`src/rtl/rf_arb_pkg.sv`:
```
// rtl/rf_arb_pkg.sv - shared types and constants for the regfile write-port arbiter
package rf_arb_pkg;

    localparam int XLEN  = 32;
    localparam int NREGS = 32;

    localparam logic [4:0] LAST_REG = 5'(NREGS - 1);

    typedef enum logic [1:0] {
        IDLE,
        CLEAR,
        DRAIN
    } state_t;

    typedef struct packed {
        logic [4:0]      addr;
        logic [XLEN-1:0] data;
    } wb_entry_t;

endpackage

```
`src/rtl/rf_wr_arbiter_if.sv`:
```
// rtl/rf_wr_arbiter_if.sv - writeback in, regfile write out and status of the write-port arbiter
interface rf_wr_arbiter_if #(
    parameter int XLEN = 32
);

    logic            clr_req;
    logic            wb_wren;
    logic [4:0]      wb_addr;
    logic [XLEN-1:0] wb_data;

    logic            rf_wren;
    logic [4:0]      rf_addr;
    logic [XLEN-1:0] rf_data;
    logic            stall;
    logic            busy;
    logic            clr_done;
    logic            ovf_err;

    modport master (
        output clr_req, wb_wren, wb_addr, wb_data,
        input  rf_wren, rf_addr, rf_data, stall, busy, clr_done, ovf_err
    );

    modport slave (
        input  clr_req, wb_wren, wb_addr, wb_data,
        output rf_wren, rf_addr, rf_data, stall, busy, clr_done, ovf_err
    );

endinterface

```
`src/rtl/rf_wb_fifo.sv`:
```
// rtl/rf_wb_fifo.sv - hold buffer for writebacks that arrive while the port is taken
module rf_wb_fifo
    import rf_arb_pkg::*;
#(
    parameter int DEPTH = 4
) (
    input  logic                     clk,
    input  logic                     resetn,
    input  logic                     push,
    input  logic                     pop,
    input  logic                     flush,
    input  wb_entry_t                wdata,
    output wb_entry_t                rdata,
    output logic                     full,
    output logic                     empty,
    output logic [$clog2(DEPTH):0]   count
);

    localparam int AW = $clog2(DEPTH);
    localparam int CW = AW + 1;

    wb_entry_t       mem [DEPTH];
    logic [AW-1:0]   wr_ptr;
    logic [AW-1:0]   rd_ptr;
    logic            do_push;
    logic            do_pop;

    assign full    = (count == CW'(DEPTH));
    assign empty   = (count == '0);
    assign do_pop  = pop && !empty;
    // A push into a full buffer only lands if the head leaves in the same cycle.
    assign do_push = push && (!full || do_pop);
    assign rdata   = mem[rd_ptr];

    always_ff @(posedge clk) begin
        if (!resetn || flush) begin
            wr_ptr <= '0;
            rd_ptr <= '0;
            count  <= '0;
        end else begin
            if (do_push) wr_ptr <= wr_ptr + 1'b1;
            if (do_pop)  rd_ptr <= rd_ptr + 1'b1;
            count <= count + CW'(do_push) - CW'(do_pop);
        end
    end

    always_ff @(posedge clk) begin
        if (resetn && !flush && do_push) mem[wr_ptr] <= wdata;
    end

endmodule

```
`src/rtl/rf_wr_arbiter.sv`:
```
// rtl/rf_wr_arbiter.sv - owns the regfile write port: passthrough, x1..x31 clear, buffered replay
module rf_wr_arbiter
    import rf_arb_pkg::*;
#(
    parameter int XLEN       = rf_arb_pkg::XLEN,
    parameter int NREGS      = rf_arb_pkg::NREGS,
    parameter int FIFO_DEPTH = 4
) (
    input  logic             i_clk,
    input  logic             i_reset,
    rf_wr_arbiter_if.slave   bus
);

    localparam logic [4:0] LAST = 5'(NREGS - 1);

    state_t                      state_q, state_d;
    logic [4:0]                  cnt_q, cnt_d;
    logic                        ovf_q, ovf_d;

    logic                        wb_valid;
    logic                        push, pop, flush;
    logic                        full, empty;
    logic [$clog2(FIFO_DEPTH):0] count;
    wb_entry_t                   entry, head;

    logic                        wren;
    logic [4:0]                  addr;
    logic [XLEN-1:0]             data;

    assign wb_valid = bus.wb_wren && (bus.wb_addr != 5'd0);
    assign entry    = '{addr: bus.wb_addr, data: bus.wb_data};

    rf_wb_fifo #(
        .DEPTH (FIFO_DEPTH)
    ) u_fifo (
        .clk    (i_clk),
        .resetn (i_reset),
        .push   (push),
        .pop    (pop),
        .flush  (flush),
        .wdata  (entry),
        .rdata  (head),
        .full   (full),
        .empty  (empty),
        .count  (count)
    );

    always_ff @(posedge i_clk) begin
        if (!i_reset) begin
            state_q <= IDLE;
            cnt_q   <= 5'd1;
            ovf_q   <= 1'b0;
        end else begin
            state_q <= state_d;
            cnt_q   <= cnt_d;
            ovf_q   <= ovf_d;
        end
    end

    always_comb begin
        state_d = state_q;
        cnt_d   = cnt_q;
        push    = 1'b0;
        pop     = 1'b0;
        flush   = 1'b0;
        wren    = 1'b0;
        addr    = '0;
        data    = '0;

        case (state_q)
            IDLE: begin
                wren = wb_valid;
                addr = bus.wb_addr;
                data = bus.wb_data;
                if (bus.clr_req) begin
                    state_d = CLEAR;
                    cnt_d   = 5'd1;
                end
            end
            CLEAR: begin
                wren = 1'b1;
                addr = cnt_q;
                if (bus.clr_req) begin
                    flush = 1'b1;
                    cnt_d = 5'd1;
                end else begin
                    push = wb_valid;
                    if (cnt_q == LAST) begin
                        state_d = (!empty || push) ? DRAIN : IDLE;
                        cnt_d   = 5'd1;
                    end else begin
                        cnt_d = cnt_q + 5'd1;
                    end
                end
            end
            DRAIN: begin
                wren = 1'b1;
                addr = head.addr;
                data = head.data;
                if (bus.clr_req) begin
                    // The restarted clear rewrites every register, so the buffer is moot.
                    flush   = 1'b1;
                    state_d = CLEAR;
                    cnt_d   = 5'd1;
                end else begin
                    push = wb_valid;
                    pop  = 1'b1;
                    if (count == ($clog2(FIFO_DEPTH) + 1)'(1) && !push) state_d = IDLE;
                end
            end
            default: state_d = IDLE;
        endcase

        ovf_d = ovf_q || (push && full && !pop);
    end

    // Outputs are forced low while reset is asserted, not just after it is sampled.
    assign bus.rf_wren  = i_reset && wren;
    assign bus.rf_addr  = i_reset ? addr : 5'd0;
    assign bus.rf_data  = i_reset ? data : '0;
    assign bus.stall    = i_reset && (state_q != IDLE);
    assign bus.busy     = i_reset && (state_q == CLEAR);
    assign bus.clr_done = i_reset && (state_q == CLEAR) && (cnt_q == LAST);
    assign bus.ovf_err  = i_reset && ovf_q;

endmodule

```
`src/flat_wrapper.sv`:
```
// flat-port wrapper written by rule: the top's interface ports become plain ports
module rf_wr_arbiter_flat import rf_arb_pkg::*;
#(
    parameter int XLEN       = rf_arb_pkg::XLEN,
    parameter int NREGS      = rf_arb_pkg::NREGS,
    parameter int FIFO_DEPTH = 4
)
  (i_clk, i_reset, bus_clr_req, bus_wb_wren, bus_wb_addr, bus_wb_data, bus_rf_wren, bus_rf_addr, bus_rf_data, bus_stall, bus_busy, bus_clr_done, bus_ovf_err);
  rf_wr_arbiter_if #(.XLEN(XLEN)) bus_i ();
  input  logic i_clk;
  input  logic i_reset;
  input wire logic [$bits(bus_i.clr_req)-1:0] bus_clr_req;
  input wire logic [$bits(bus_i.wb_wren)-1:0] bus_wb_wren;
  input wire logic [$bits(bus_i.wb_addr)-1:0] bus_wb_addr;
  input wire logic [$bits(bus_i.wb_data)-1:0] bus_wb_data;
  output wire logic [$bits(bus_i.rf_wren)-1:0] bus_rf_wren;
  output wire logic [$bits(bus_i.rf_addr)-1:0] bus_rf_addr;
  output wire logic [$bits(bus_i.rf_data)-1:0] bus_rf_data;
  output wire logic [$bits(bus_i.stall)-1:0] bus_stall;
  output wire logic [$bits(bus_i.busy)-1:0] bus_busy;
  output wire logic [$bits(bus_i.clr_done)-1:0] bus_clr_done;
  output wire logic [$bits(bus_i.ovf_err)-1:0] bus_ovf_err;
  assign bus_i.clr_req = bus_clr_req;
  assign bus_i.wb_wren = bus_wb_wren;
  assign bus_i.wb_addr = bus_wb_addr;
  assign bus_i.wb_data = bus_wb_data;
  assign bus_rf_wren = bus_i.rf_wren;
  assign bus_rf_addr = bus_i.rf_addr;
  assign bus_rf_data = bus_i.rf_data;
  assign bus_stall = bus_i.stall;
  assign bus_busy = bus_i.busy;
  assign bus_clr_done = bus_i.clr_done;
  assign bus_ovf_err = bus_i.ovf_err;
  rf_wr_arbiter #(.XLEN(XLEN), .NREGS(NREGS), .FIFO_DEPTH(FIFO_DEPTH)) u_core (.i_clk(i_clk), .i_reset(i_reset), .bus(bus_i));
endmodule
```
`config.mk`:
```
export PLATFORM = sky130hd
export DESIGN_NAME = rf_wr_arbiter_flat
export DESIGN_NICKNAME = d
export VERILOG_FILES = /design/src/rtl/rf_arb_pkg.sv /design/src/rtl/rf_wr_arbiter_if.sv /design/src/rtl/rf_wb_fifo.sv /design/src/rtl/rf_wr_arbiter.sv /design/src/flat_wrapper.sv
export SDC_FILE = /design/constraint.sdc
export NUM_CORES = 1
export LEC_CHECK = 0
export CORE_MARGIN = 4
export CORE_UTILIZATION = 50
export CTS_CLUSTER_SIZE = 40
export DETAILED_ROUTE_END_ITERATION = 10
export PLACE_DENSITY_LB_ADDON = 0.05
export REMOVE_ABC_BUFFERS = 1
export SLEW_MARGIN = 20
export SYNTH_ARGS = -nofsm -noshare
export SYNTH_HDL_FRONTEND = slang
export SYNTH_SLANG_ARGS = --single-unit
export TNS_END_PERCENT = 100
```
`constraint.sdc`:
```
create_clock -name i_clk -period 3.2 [get_ports i_clk]
set_clock_uncertainty 0.05 [all_clocks]
set_input_delay 0.64 -clock i_clk [delete_from_list [all_inputs] [get_ports i_clk]]
set_output_delay 0.64 -clock i_clk [all_outputs]
set_load 0.03 [all_outputs]
```
# Word-level counts from Yosys, hierarchy flattened

Memories as Yosys holds them, arrays and structs flattened. A register that Yosys moved wholly into a read port is not among the register bits.
Cells that the tools add are included.

Add/sub/neg operators: 5
Equal/unequal tests: 10
Mux-type cells: 26
Reduce and logical (&&, ||, !) cells: 32

Operators by type and width:

| operator                                                               | count |
|---|---|
| 32-bit case mux with 2 select lines                                    | 1 |
| 32-bit 2-to-1 mux                                                      | 1 |
| 5-bit 2-to-1 mux                                                       | 4 |
| 2-bit 2-to-1 mux                                                       | 8 |
| 5-bit case mux with 3 select lines                                     | 1 |
| 1-bit logical AND                                                      | 13 |
| 5-bit case mux with 2 select lines                                     | 1 |
| 1-bit 2-to-1 mux                                                       | 8 |
| 1-bit logical NOT                                                      | 6 |
| 2-bit case mux with 3 select lines                                     | 1 |
| 5-bit by 1-bit adder with 5-bit output (second input constant)         | 1 |
| 5-bit equality test (second input constant)                            | 1 |
| 5-bit nonzero test                                                     | 1 |
| 2-bit by 1-bit adder with 2-bit output (second input constant)         | 2 |
| 1-bit logical OR                                                       | 4 |
| 2-bit by 1-bit != test with 1-bit output (second input constant)       | 2 |
| 2-bit != test (second input constant)                                  | 2 |
| 4-bit AND reduction                                                    | 1 |
| 2-bit nonzero test                                                     | 2 |
| 2-bit OR reduction                                                     | 2 |
| 3-bit by 1-bit adder with 3-bit output                                 | 1 |
| 3-bit by 1-bit equality test with 1-bit output (second input constant) | 1 |
| 3-bit equality test (second input constant)                            | 1 |
| 3-bit logical NOT                                                      | 1 |
| other kinds (7)                                                        | 7 |

Memory bits (writable): 148
Logic and storage cells: 80
Input port bits: 41
Memories: 1
Register bits after elaboration: 15

Memory list:

| name              | depth | width | rd ports | clocked after memory_dff | write ports | RTL line         | RTL |
|---|---|---|---|---|---|---|---|
| u_core.u_fifo.mem | 4     | 37    | 1        | 1                        | 1           | rf_wb_fifo.sv:22 | `wb_entry_t mem [DEPTH];` |

# Logic depth before layout (Yosys ltp)

Gate-level depths: netlist of the first run.

Depth in word-level cells: 8
Gate-level depth with buffers: 15
Depth with buffers taken out: 13

# Hierarchy

From an unflattened synthesis of the first run, not the netlist that was laid out.

Cells, all modules: 400
Area, all modules: 6951.7 µm²

By module, submodules not included:

| module        | seq. area each (µm²) | cells each | instances | area each (µm²) |
|---|---|---|---|---|
| rf_wb_fifo    | 4624.4               | 241        | 1         | 5803.1 |
| rf_wr_arbiter | 160.2                | 159        | 1         | 1148.6 |

# Least setup slack after synthesis of the first run

Ideal clock, no wire load.

Path type: input to register
Start: input port bus_wb_addr[1]
End: register u_core.u_fifo.count[2]
Buffers on the path: 1
Path slack: 0.191 ns
Data required time: 3.021 ns
Setup time: 0.129 ns
Data arrival time: 2.829 ns
Stages on the path: 12
Path through: or4_4 o2111a_1 nor2b_1 buf_2 inv_1 ha_1 inv_1 ha_1 fa_1 xnor2_1 xnor2_1 nor2_1

Longest elaborated chain between the ends: 7

RTL lines:

| element                                     | RTL line                                  | RTL |
|---|---|---|
| start, declared                             | flat_wrapper.sv:14                        | `input wire logic [$bits(bus_i.wb_addr)-1:0] bus_wb_addr;` |
| 5-bit nonzero test                          | rf_wr_arbiter.sv:30                       | `assign wb_valid = bus.wb_wren && (bus.wb_addr != 5'd0);` |
| 1-bit logical AND                           | rf_wr_arbiter.sv:30                       |  |
| 1-bit 2-to-1 mux                            | rf_wr_arbiter.sv:83, rf_wr_arbiter.sv:100 |  |
| 1-bit 2-to-1 mux                            | --                                        |  |
| 1-bit logical AND                           | rf_wb_fifo.sv:32                          | `assign do_push = push && (!full \|\| do_pop);` |
| 3-bit by 1-bit adder with 3-bit output      | rf_wb_fifo.sv:43                          | `count <= count + CW'(do_push) - CW'(do_pop);` |
| 3-bit by 1-bit subtractor with 3-bit output | rf_wb_fifo.sv:43                          |  |
| end signal, assigned                        | rf_wb_fifo.sv:43                          |  |
| end, declared                               | rf_wb_fifo.sv:16                          | `output logic [$clog2(DEPTH):0] count` |

Every way passes these cells.
A chain may end at the register's enable or synchronous reset.

==> results.cfg, run 1 <==
[pwr]
ir_drop_mv = 0.351
powerDensity_nw_per_um2 = 626
power_mw = 5.49
leakagePower_nw = 2.96

[setup_path]
path_class = flip-flop to output pin
cp_max_fo = 15
critPathArrivalTime_ns = 2.40
crit_path_end_kind = output pin
crit_buf_inv = 2
cp_slowest_cell = clkdlybuf4s50_1
max_stage_delay_ns = 0.60
crit_family = buffers and inverters
start_kind = flip-flop
cp.required_ns = 2.51
crit_chain = buf_4 -> mux4_2 -> a22oi_1 -> nor2b_1 -> clkdlybuf4s50_1

[timing]
tightest_slew_ns = 0.527
drv_slew = 0
hold_viol_final = 0
slew_headroom = 0.645
rsz0062_at_grt = false
timing.hold.ws_ns = 0.391
fmax_ghz = 0.324
min_period_ns = 3.09
fin_crit_sh = 0.964
setup_viol = 0

[synthesis]
synth.most_common_cell = edfxtp_1
postSynthAreaPerCell_um2 = 17.2
synth_top_area_frac = 0.640
synth_common_cells = 148 x edfxtp_1, 39 x nor2b_1, 37 x mux4_2
synth-seq-cells = 165
synth_ff_type = edfxtp_1
synth_cells = 403
synth-edff-count = 148
ys_top_cells_by_area = edfxtp_1 64%, mux4_2 12%, dfxtp_1 4.9%
synth_area_um2 = 6950
yosysWarnings = 0
synth.distinct_cells = 39
yosysSeqAreaShare = 0.689
async_flop_share = 0
yosys.area.top_type = edfxtp_1

[clocking]
cts_made_buffers = 17
postCtsHoldBufs = 0
cts_max_path_buffers = 2
cts.sinks = 165
htree_levels = 4
tritoncts = built
cts_root_buffer = clkbuf_16
clk_pin_slew_ns = 0.06
clock_latency_ns = 0.41

[detailed_routing]
ant_nets = 0
drt-total-wl_mm = 14.5
drcViolationCount = 0
drtIter0Drc = 371
highest_layer = met4
dr.pass1.iters = 6
via_per_inst = 5.74
dr_wl_met3_um = 705
drt-wirelength-per-cell_um = 20.7
wl_met2_mm = 7.42
met1_length_mm = 6.14
vias = 4016

[final_layout]
syn2layout_area_growth_pct = 26.3
nets = 565
diodes = 0
utilization = 0.655
drive_above_1_share = 0.214

[placement]
numPortBuffers = 82
gp_congestion = 0.829
dp_hpwl_mm = 9.40

[grt]
grt_pass1_wl_mm = 22.5
grt_max_degree = 27
antenna_found_initial = 0
grt_overflow = 0
grt_pass1_vias = 4183
globalRouteTotalUtil = 0.185

[run_status]
status = finished clean

[floorplan]
start_util = 0.518
die-area_um2 = 15800
row_count = 42
die_w_um = 126
core_um2 = 13400
num_io_pins = 83
die_h_um = 126

[worst_hold_path]
hp-class = primary input to flip-flop

[run]
drv_cap = 0
==> worst paths after layout <==
check	start	endpoint	depth (start not counted)	slack, ns
max	flip-flop	bus_rf_data[15]	5	0.11
min	i_reset	u_core.cnt_q[0]	2	0.39
max reg2reg	u_core.state_q[0]	u_core.u_fifo.count[2]	13	0.37
min reg2reg	u_core.ovf_q	u_core.ovf_q	2	0.45
==> kinds of logic after synthesis <==
family / count (synthesis) / synth area share
buffers and inverters: 36 / 0.0220
flip-flops: 165 / 0.689
AND/OR/NAND/NOR: 87 / 0.0729
XOR/XNOR: 4 / 0.00504
AO/OA/AOI/OAI: 57 / 0.0611
adder cells (fa/ha/maj): 13 / 0.0245
multiplexers: 41 / 0.126
==> area by class of cell <==
| class | count | area [um2] |
|---|---|---|
| Timing Repair Buffer | 114 | 1130 |
| Clock inverter | 9 | 76.3 |
| Tap cell | 176 | 220 |
| Clock buffer | 23 | 488 |
| Multi-Input combinational cell | 202 | 2030 |
| Inverter | 11 | 41.3 |
| Fill cell | 959 | 4630 |
| Sequential cell | 165 | 4790 |
==> cells in the final DEF, fill, tap and decap left out, drive strengths merged, types with 7 or more instances in the layout <==
cell	synthesis	routed
a22oi	33	33
and3	7	7
buf	6	33
clkbuf	19	23
clkdlybuf4s50	0	66
clkinv	0	7
dfxtp	17	17
dlygate4sd2	0	13
edfxtp	148	148
ha	12	12
inv	11	11
mux4	37	37
nand2	9	9
nor2	12	12
nor2b	39	39
==> layer usage <==
metal  up-vias  global-route usage
li1       1835                   -
met1      2051               0.238
met2       114               0.316
met3        16              0.0436
met4         0              0.0574
met5         -                   0
==> stage by stage <==
stage | std cells | setup TNS, ns | setup WS [ns] | cell area [um2]
5_1_grt | 700 | 0 | 0.000656 | 8770
3_3_place_gp | 667 | -0.338 | -0.189 | 8190
3_5_place_dp | 667 | -0.460 | -0.277 | 8190
6_report | 700 | 0 | 0.114 | 8770
2_1_floorplan | 378 | -36.53 | -0.272 | 6840
4_1_cts | 699 | 0 | 0.000306 | 8750
==> power breakdown <==
group / internal [mW] / total, mW / switching [mW] / leakage (nW)
Clock: 1.15 / 1.91 / 0.767 / 0.282
Combinational: 0.486 / 1.16 / 0.676 / 1.20
Sequential: 2.39 / 2.42 / 0.0262 / 1.47
Total: 4.02 / 5.49 / 1.47 / 2.96
==> flip-flops by register name, indices dropped and copies added (netlist names), named ones only <==
signal	count
u_core.ovf_q	1
u_core.u_fifo.mem	148
u_core.u_fifo.wr_ptr	2
u_core.cnt_q	5
u_core.state_q	2
u_core.u_fifo.count	3
u_core.u_fifo.rd_ptr	2
==> repair_timing <==
action / CTS / global route
endpoints found under the setup margin: 38 / 24
gates resized for setup: 15 / 3
buffers inserted: 0 / 1
pin swaps: 1 / 1
No activity file was read; power rests on OpenSTA's default activity.
==> run 2, diff against run 1 <==
--- a/config.mk
+++ b/config.mk
@@ -6,10 +6,10 @@
 export NUM_CORES = 1
 export LEC_CHECK = 0
 export CORE_MARGIN = 4
-export CORE_UTILIZATION = 50
+export CORE_UTILIZATION = 45
 export CTS_CLUSTER_SIZE = 40
 export DETAILED_ROUTE_END_ITERATION = 10
-export PLACE_DENSITY_LB_ADDON = 0.05
+export PLACE_DENSITY_LB_ADDON = 0.2
 export REMOVE_ABC_BUFFERS = 1
 export SLEW_MARGIN = 20
 export SYNTH_ARGS = -nofsm -noshare
==> run 2 against run 1 <==
Against the previous run:
- cell area shrank 1.1%
- via count fell by 0.50%
- utilization decreased by 8.2 points
- register-to-register slack improved by 0.04 ns
- critical path depth increased by 7
- critical path type is now primary input to flip-flop
- largest cell class unchanged
- highest routed layer unchanged
==> results.cfg, run 2 (synthesis results as in run 1) <==
[placement]
numPortBuffers = 82
placedInstanceArea_um2 = 8090
gp_congestion = 0.787
dp_hpwl_mm = 9.55

[floorplan]
die-area_um2 = 17500
num_io_pins = 83
die_h_um = 132
core_um2 = 15100
row_count = 45
die_w_um = 132
start_util = 0.459

[final_layout]
layout_commonest_cell = edfxtp_1
nFillCells = 1164
nets = 562
regArea_um2 = 4790
diodes = 0
multiInputGateArea_um2 = 2030
final_cell_mix = 148 x edfxtp_1, 65 x buf_4, 40 x clkdlybuf4s50_1
fin_area_um2 = 8670
drive_above_1_share = 0.279
syn2layout_area_growth_pct = 24.9
top_regs = u_core.u_fifo.mem x148, u_core.cnt_q x5, u_core.u_fifo.count x3
regMostFlops = u_core.u_fifo.mem
largest_reg_flops = 148

[grt]
globalRouteTotalUtil = 0.176
grt_overflow = 0
grt_pass1_vias = 4214
antenna_found_initial = 0
grt_max_degree = 45
grt_pass1_wl_mm = 23.5

[timing]
tightest_slew_ns = 0.591
rsz0062_at_grt = false
hold_viol_final = 0
setup_viol = 0
min_period_ns = 3.06
fmax_ghz = 0.327
tns_ns = 0
fin_crit_sh = 0.957
drv_slew = 0
slew_headroom = 0.606

[clocking]
htree_levels = 4
clk_pin_slew_ns = 0.06
postCtsSetupBuffers = 0
postCtsHoldBufs = 0
cts_max_path_buffers = 2
cts_root_buffer = clkbuf_16
cts_made_buffers = 17
clock_latency_ns = 0.42
cts.sinks = 165
tritoncts = built

[setup_path]
critPathArrivalTime_ns = 3.30
startpoint = bus_wb_addr[1]
reg2reg_from = u_core.state_q[0]
cp_max_fo = 2
path_class = primary input to flip-flop
cp.required_ns = 3.44
crit_chain = clkdlybuf4s50_1 -> or4_4 -> o2111a_1 -> nor2b_1 -> inv_1 -> ha_1 -> inv_1 -> ha_1 -> fa_1 -> xnor2_1 -> xnor2_1 -> nor2_1
cp_slowest_cell = or4_4
crit_path_end_kind = flip-flop
start_kind = primary input
max_stage_delay_ns = 0.56

[pwr]
leakagePower_nw = 2.93
powerDensity_nw_per_um2 = 636
ir_drop_mv = 0.453

[detailed_routing]
dr.pass1.iters = 5
drt-total-wl_mm = 14.8
drcViolationCount = 0
ant_nets = 0
via_per_inst = 5.64
drt-wirelength-per-cell_um = 20.9
drtIter0Drc = 362
vias = 3996

[worst_hold_path]
min_from = u_core.u_fifo.wr_ptr[0]
hp-class = flip-flop to flip-flop

[run_status]
status = finished clean

[run]
drv_cap = 0
-- run 2: changes by cell type in the layout (fill, tap and decap cells not counted), moves of 2 or more --
cell / before / now
clkbuf_8: 4 / 0
dlymetal6s2s_1: 2 / 0
inv_6: 0 / 2
buf_4: 24 / 65
bufinv_16: 1 / 3
clkinv_1: 0 / 2
clkinv_2: 6 / 1
clkdlybuf4s50_1: 66 / 40
clkbuf_1: 2 / 5
dlygate4sd2_1: 13 / 0
dfxtp_2: 1 / 3
buf_6: 2 / 0
-- run 2: final timing paths --
check / endpoint / slack, ns / depth (start not counted)
max: u_core.u_fifo.count[2] / 0.14 / 12
min: u_core.u_fifo.wr_ptr[0] / 0.46 / 2
max reg2reg: u_core.u_fifo.count[2] / 0.41 / 13
min reg2reg: u_core.u_fifo.wr_ptr[0] / 0.46 / 2
-- run 2: routing by layer --
layer / share of wire / wire length [um] / GRT usage / vias to the layer above
met2: 0.49 / 7260 / 0.282 / 138
met4: 0.011 / 160 / 0.0624 / 0
met3: 0.056 / 832 / 0.0397 / 10
met5: 0 / 0 / 0 / -
met1: 0.44 / 6540 / 0.239 / 2037
li1: - / - / - / 1811
-- run 2: critical path, delay by kind of cell --
family                   cells  cell delay (ns)
AO/OA/AOI/OAI                1             0.25
XOR/XNOR                     2             0.34
adder cells (fa/ha/maj)      3             0.74
buffers and inverters        3             0.56
AND/OR/NAND/NOR              3             0.76
-- run 2: where the power goes --
part / leakage (nW) / internal, mW / total, mW / switching, mW
Sequential: 1.47 / 2.39 / 2.42 / 0.0293
Clock: 0.274 / 1.22 / 1.99 / 0.771
Combinational: 1.18 / 0.434 / 1.11 / 0.672
Total: 2.93 / 4.05 / 5.52 / 1.47
-- run 2: layout make-up --
class                   instances  area share
clock buffers                  22      0.0512
clock inverters                 9      0.0147
inverters                      11     0.00476
multi-input cells             202       0.234
flip-flops and latches        165       0.552
well taps                     188      0.0271
repair buffers                111       0.116
-- run 2: per-stage QoR --
stage                     cells  power, mW  hold WS [ns]   util  setup WS (ns)
final                       708       5.52         0.456  0.573          0.138
after global routing        708       5.75         0.490  0.573         0.0159
after CTS                   708       5.58         0.463  0.573         0.0867
after detailed placement    677       3.57         0.444  0.534         -0.303
after global placement      677       3.55         0.434  0.534         -0.202
after floorplan             378       3.10         0.401      -         -0.272
-- run 2: timing repair --
item                                    in CTS  in global routing
resized for setup                            1                  1
pin swaps                                    0                  1
endpoints found under the setup margin       3                  2
==> run 3, diff against run 2 <==
--- a/config.mk
+++ b/config.mk
@@ -5,13 +5,14 @@
 export SDC_FILE = /design/constraint.sdc
 export NUM_CORES = 1
 export LEC_CHECK = 0
+export ABC_AREA = 0
 export CORE_MARGIN = 4
 export CORE_UTILIZATION = 45
 export CTS_CLUSTER_SIZE = 40
 export DETAILED_ROUTE_END_ITERATION = 10
 export PLACE_DENSITY_LB_ADDON = 0.2
 export REMOVE_ABC_BUFFERS = 1
-export SLEW_MARGIN = 20
+export SLEW_MARGIN = 15
 export SYNTH_ARGS = -nofsm -noshare
 export SYNTH_HDL_FRONTEND = slang
 export SYNTH_SLANG_ARGS = --single-unit
==> constraint.sdc (replaced) <==
create_clock -name i_clk -period 3 [get_ports i_clk]
set_clock_uncertainty 0.05 [all_clocks]
set_input_delay 0.6 -clock i_clk [delete_from_list [all_inputs] [get_ports i_clk]]
set_output_delay 0.6 -clock i_clk [all_outputs]
set_load 0.03 [all_outputs]
==> run 3 against run 2 <==
Against the previous run:
- die area stayed put
- non-clock buffer count is 7 higher
- sequential cell count stayed put
- hold slack lost 0.0076 ns
- critical path depth stayed put
- sequential share of layout area fell by 0.24 points
- critical endpoint unchanged
==> results.cfg, run 3 (synthesis results as in run 1) <==
[pwr]
ir_drop_mv = 0.359
powerDensity_nw_per_um2 = 658
leakagePower_nw = 2.99

[setup_path]
worst_r2r_endpoint = u_core.u_fifo.count[2]
cp_max_fo = 2
critPathArrivalTime_ns = 3.12
worstRegToRegCells = 12
reg2reg_from = u_core.state_q[0]
cp.required_ns = 3.25
r2r_setup_slack_ns = 0.15
start_kind = primary input
crit_path_end_kind = flip-flop
path_class = primary input to flip-flop

[final_layout]
top_regs = u_core.u_fifo.mem x148, u_core.cnt_q x5, u_core.u_fifo.count x3
syn2layout_area_growth_pct = 25.5
final_cell_mix = 148 x edfxtp_1, 70 x buf_4, 39 x nor2b_1
utilization = 0.575
largest_reg_flops = 148
diodes = 0
regMostFlops = u_core.u_fifo.mem
nFillCells = 1161
fin_area_um2 = 8710
layout_commonest_cell = edfxtp_1
drive_above_1_share = 0.297
nets = 569

[placement]
gp_congestion = 0.832
dp_hpwl_mm = 9.69
placedInstanceArea_um2 = 8160
numPortBuffers = 82

[run_status]
status = finished clean

[timing]
fmax_ghz = 0.348
tightest_slew_ns = 0.542
rsz0062_at_grt = true
drv_slew = 0
slew_headroom = 0.638
fin_crit_sh = 0.958
timing.hold.ws_ns = 0.448
setup_viol = 0
hold_viol_final = 0
min_period_ns = 2.87

[clocking]
clk_pin_slew_ns = 0.06
cts_root_buffer = clkbuf_16
clock_latency_ns = 0.42
tritoncts = built
htree_levels = 4
cts.sinks = 165
cts_made_buffers = 17
cts_max_path_buffers = 2

[worst_hold_path]
hp-class = flip-flop to flip-flop
min_from = u_core.u_fifo.wr_ptr[1]
min_path_cells = 2
min_to = u_core.u_fifo.wr_ptr[1]

[detailed_routing]
vias = 4066
drtIter0Drc = 364
drcViolationCount = 0
drt-total-wl_mm = 15.0
dr.pass1.iters = 6
via_per_inst = 5.69
ant_nets = 0
drt-wirelength-per-cell_um = 20.9

[floorplan]
row_count = 45
num_io_pins = 83
die_w_um = 132
die_h_um = 132
start_util = 0.459
die-area_um2 = 17500
core_um2 = 15100

[grt]
grt_overflow = 0
grt_max_degree = 42
antenna_found_initial = 0
globalRouteTotalUtil = 0.178
grt_pass1_vias = 4317
grt_pass1_wl_mm = 23.9

[run]
drv_cap = 0
==> run 3: cell types whose count changed in the layout (fill, tap and decap cells not counted), moves of 2 or more <==
cell             previous run  this run
clkbuf_1                    5         1
clkdlybuf4s50_1            40        37
buf_4                      65        70
dlymetal6s2s_1              0         3
dfxtp_2                     3         1
buf_12                      6         8
clkinv_2                    1         5
bufinv_16                   3         1
==> run 3: worst max path at each step <==
stage,slack (ns),start,cells after the start,to
3_5_place_dp,-0.43,bus_wb_addr[3],12,u_core.u_fifo.count[2]
3_3_place_gp,-0.35,bus_wb_addr[1],12,u_core.u_fifo.count[2]
4_1_cts,0.01,flip-flop,5,bus_rf_data[6]
5_1_grt,-0.0002,u_core.state_q[0],6,bus_rf_data[25]
2_1_floorplan,-0.43,flip-flop,3,bus_rf_addr[0]
6_report,0.13,bus_wb_addr[1],12,u_core.u_fifo.count[2]
==> run 3: area by class of cell <==
cell class / count / area, um2 / share of cell area
sequential: 165 / 4790 / 0.550
inverter: 11 / 41.3 / 0.00474
timing repair buffer: 118 / 1090 / 0.125
clock inverter: 12 / 90.1 / 0.0103
tap: 188 / 235 / 0.0270
clock buffer: 18 / 429 / 0.0492
multi-input combinational: 202 / 2040 / 0.234
==> run 3: what timing repair did <==
item | 4_1_cts | 5_1_grt
pin swaps | 1 | 5
setup endpoints to repair | 1 | 21
resized for setup | 1 | 6
hold buffers | 0 | 0
gates cloned | 0 | 0
buffers inserted | 0 | 1
==> run 3: power by group <==
group,internal [mW],switching [mW],leakage (nW),total (mW)
clock,1.12,0.824,0.254,1.94
sequential,2.55,0.0307,1.47,2.58
combinational,0.488,0.726,1.26,1.21
total,4.15,1.58,2.99,5.73
==> run 3: critical path, stage by stage <==
cell and delay (ns):
clkdlybuf4s50_1 0.44, or4_4 0.45, o2111a_1 0.29, nor2b_1 0.16, inv_1 0.07, ha_1 0.12, inv_1 0.04, ha_1 0.21
fa_2 0.38, xnor2_2 0.15, xnor2_1 0.17, nor2_1 0.05
==> run 3: through the flow <==
step	cells	setup slack, ns	power [mW]	TNS [ns]
5_1_grt	714	-0.000230	5.98	-0.000230
4_1_cts	713	0.0137	5.77	0
3_5_place_dp	683	-0.434	3.84	-0.695
2_1_floorplan	378	-0.432	3.31	-72.45
3_3_place_gp	683	-0.351	3.83	-0.545
6_report	714	0.125	5.73	0
==> run 3: layer usage <==
layer	vias to the layer above	routed length, um	GRT usage
li1	1820	-	-
met1	2091	6700	0.248
met2	140	7140	0.275
met3	15	933	0.0454
met4	0	180	0.0612
met5	-	0	0
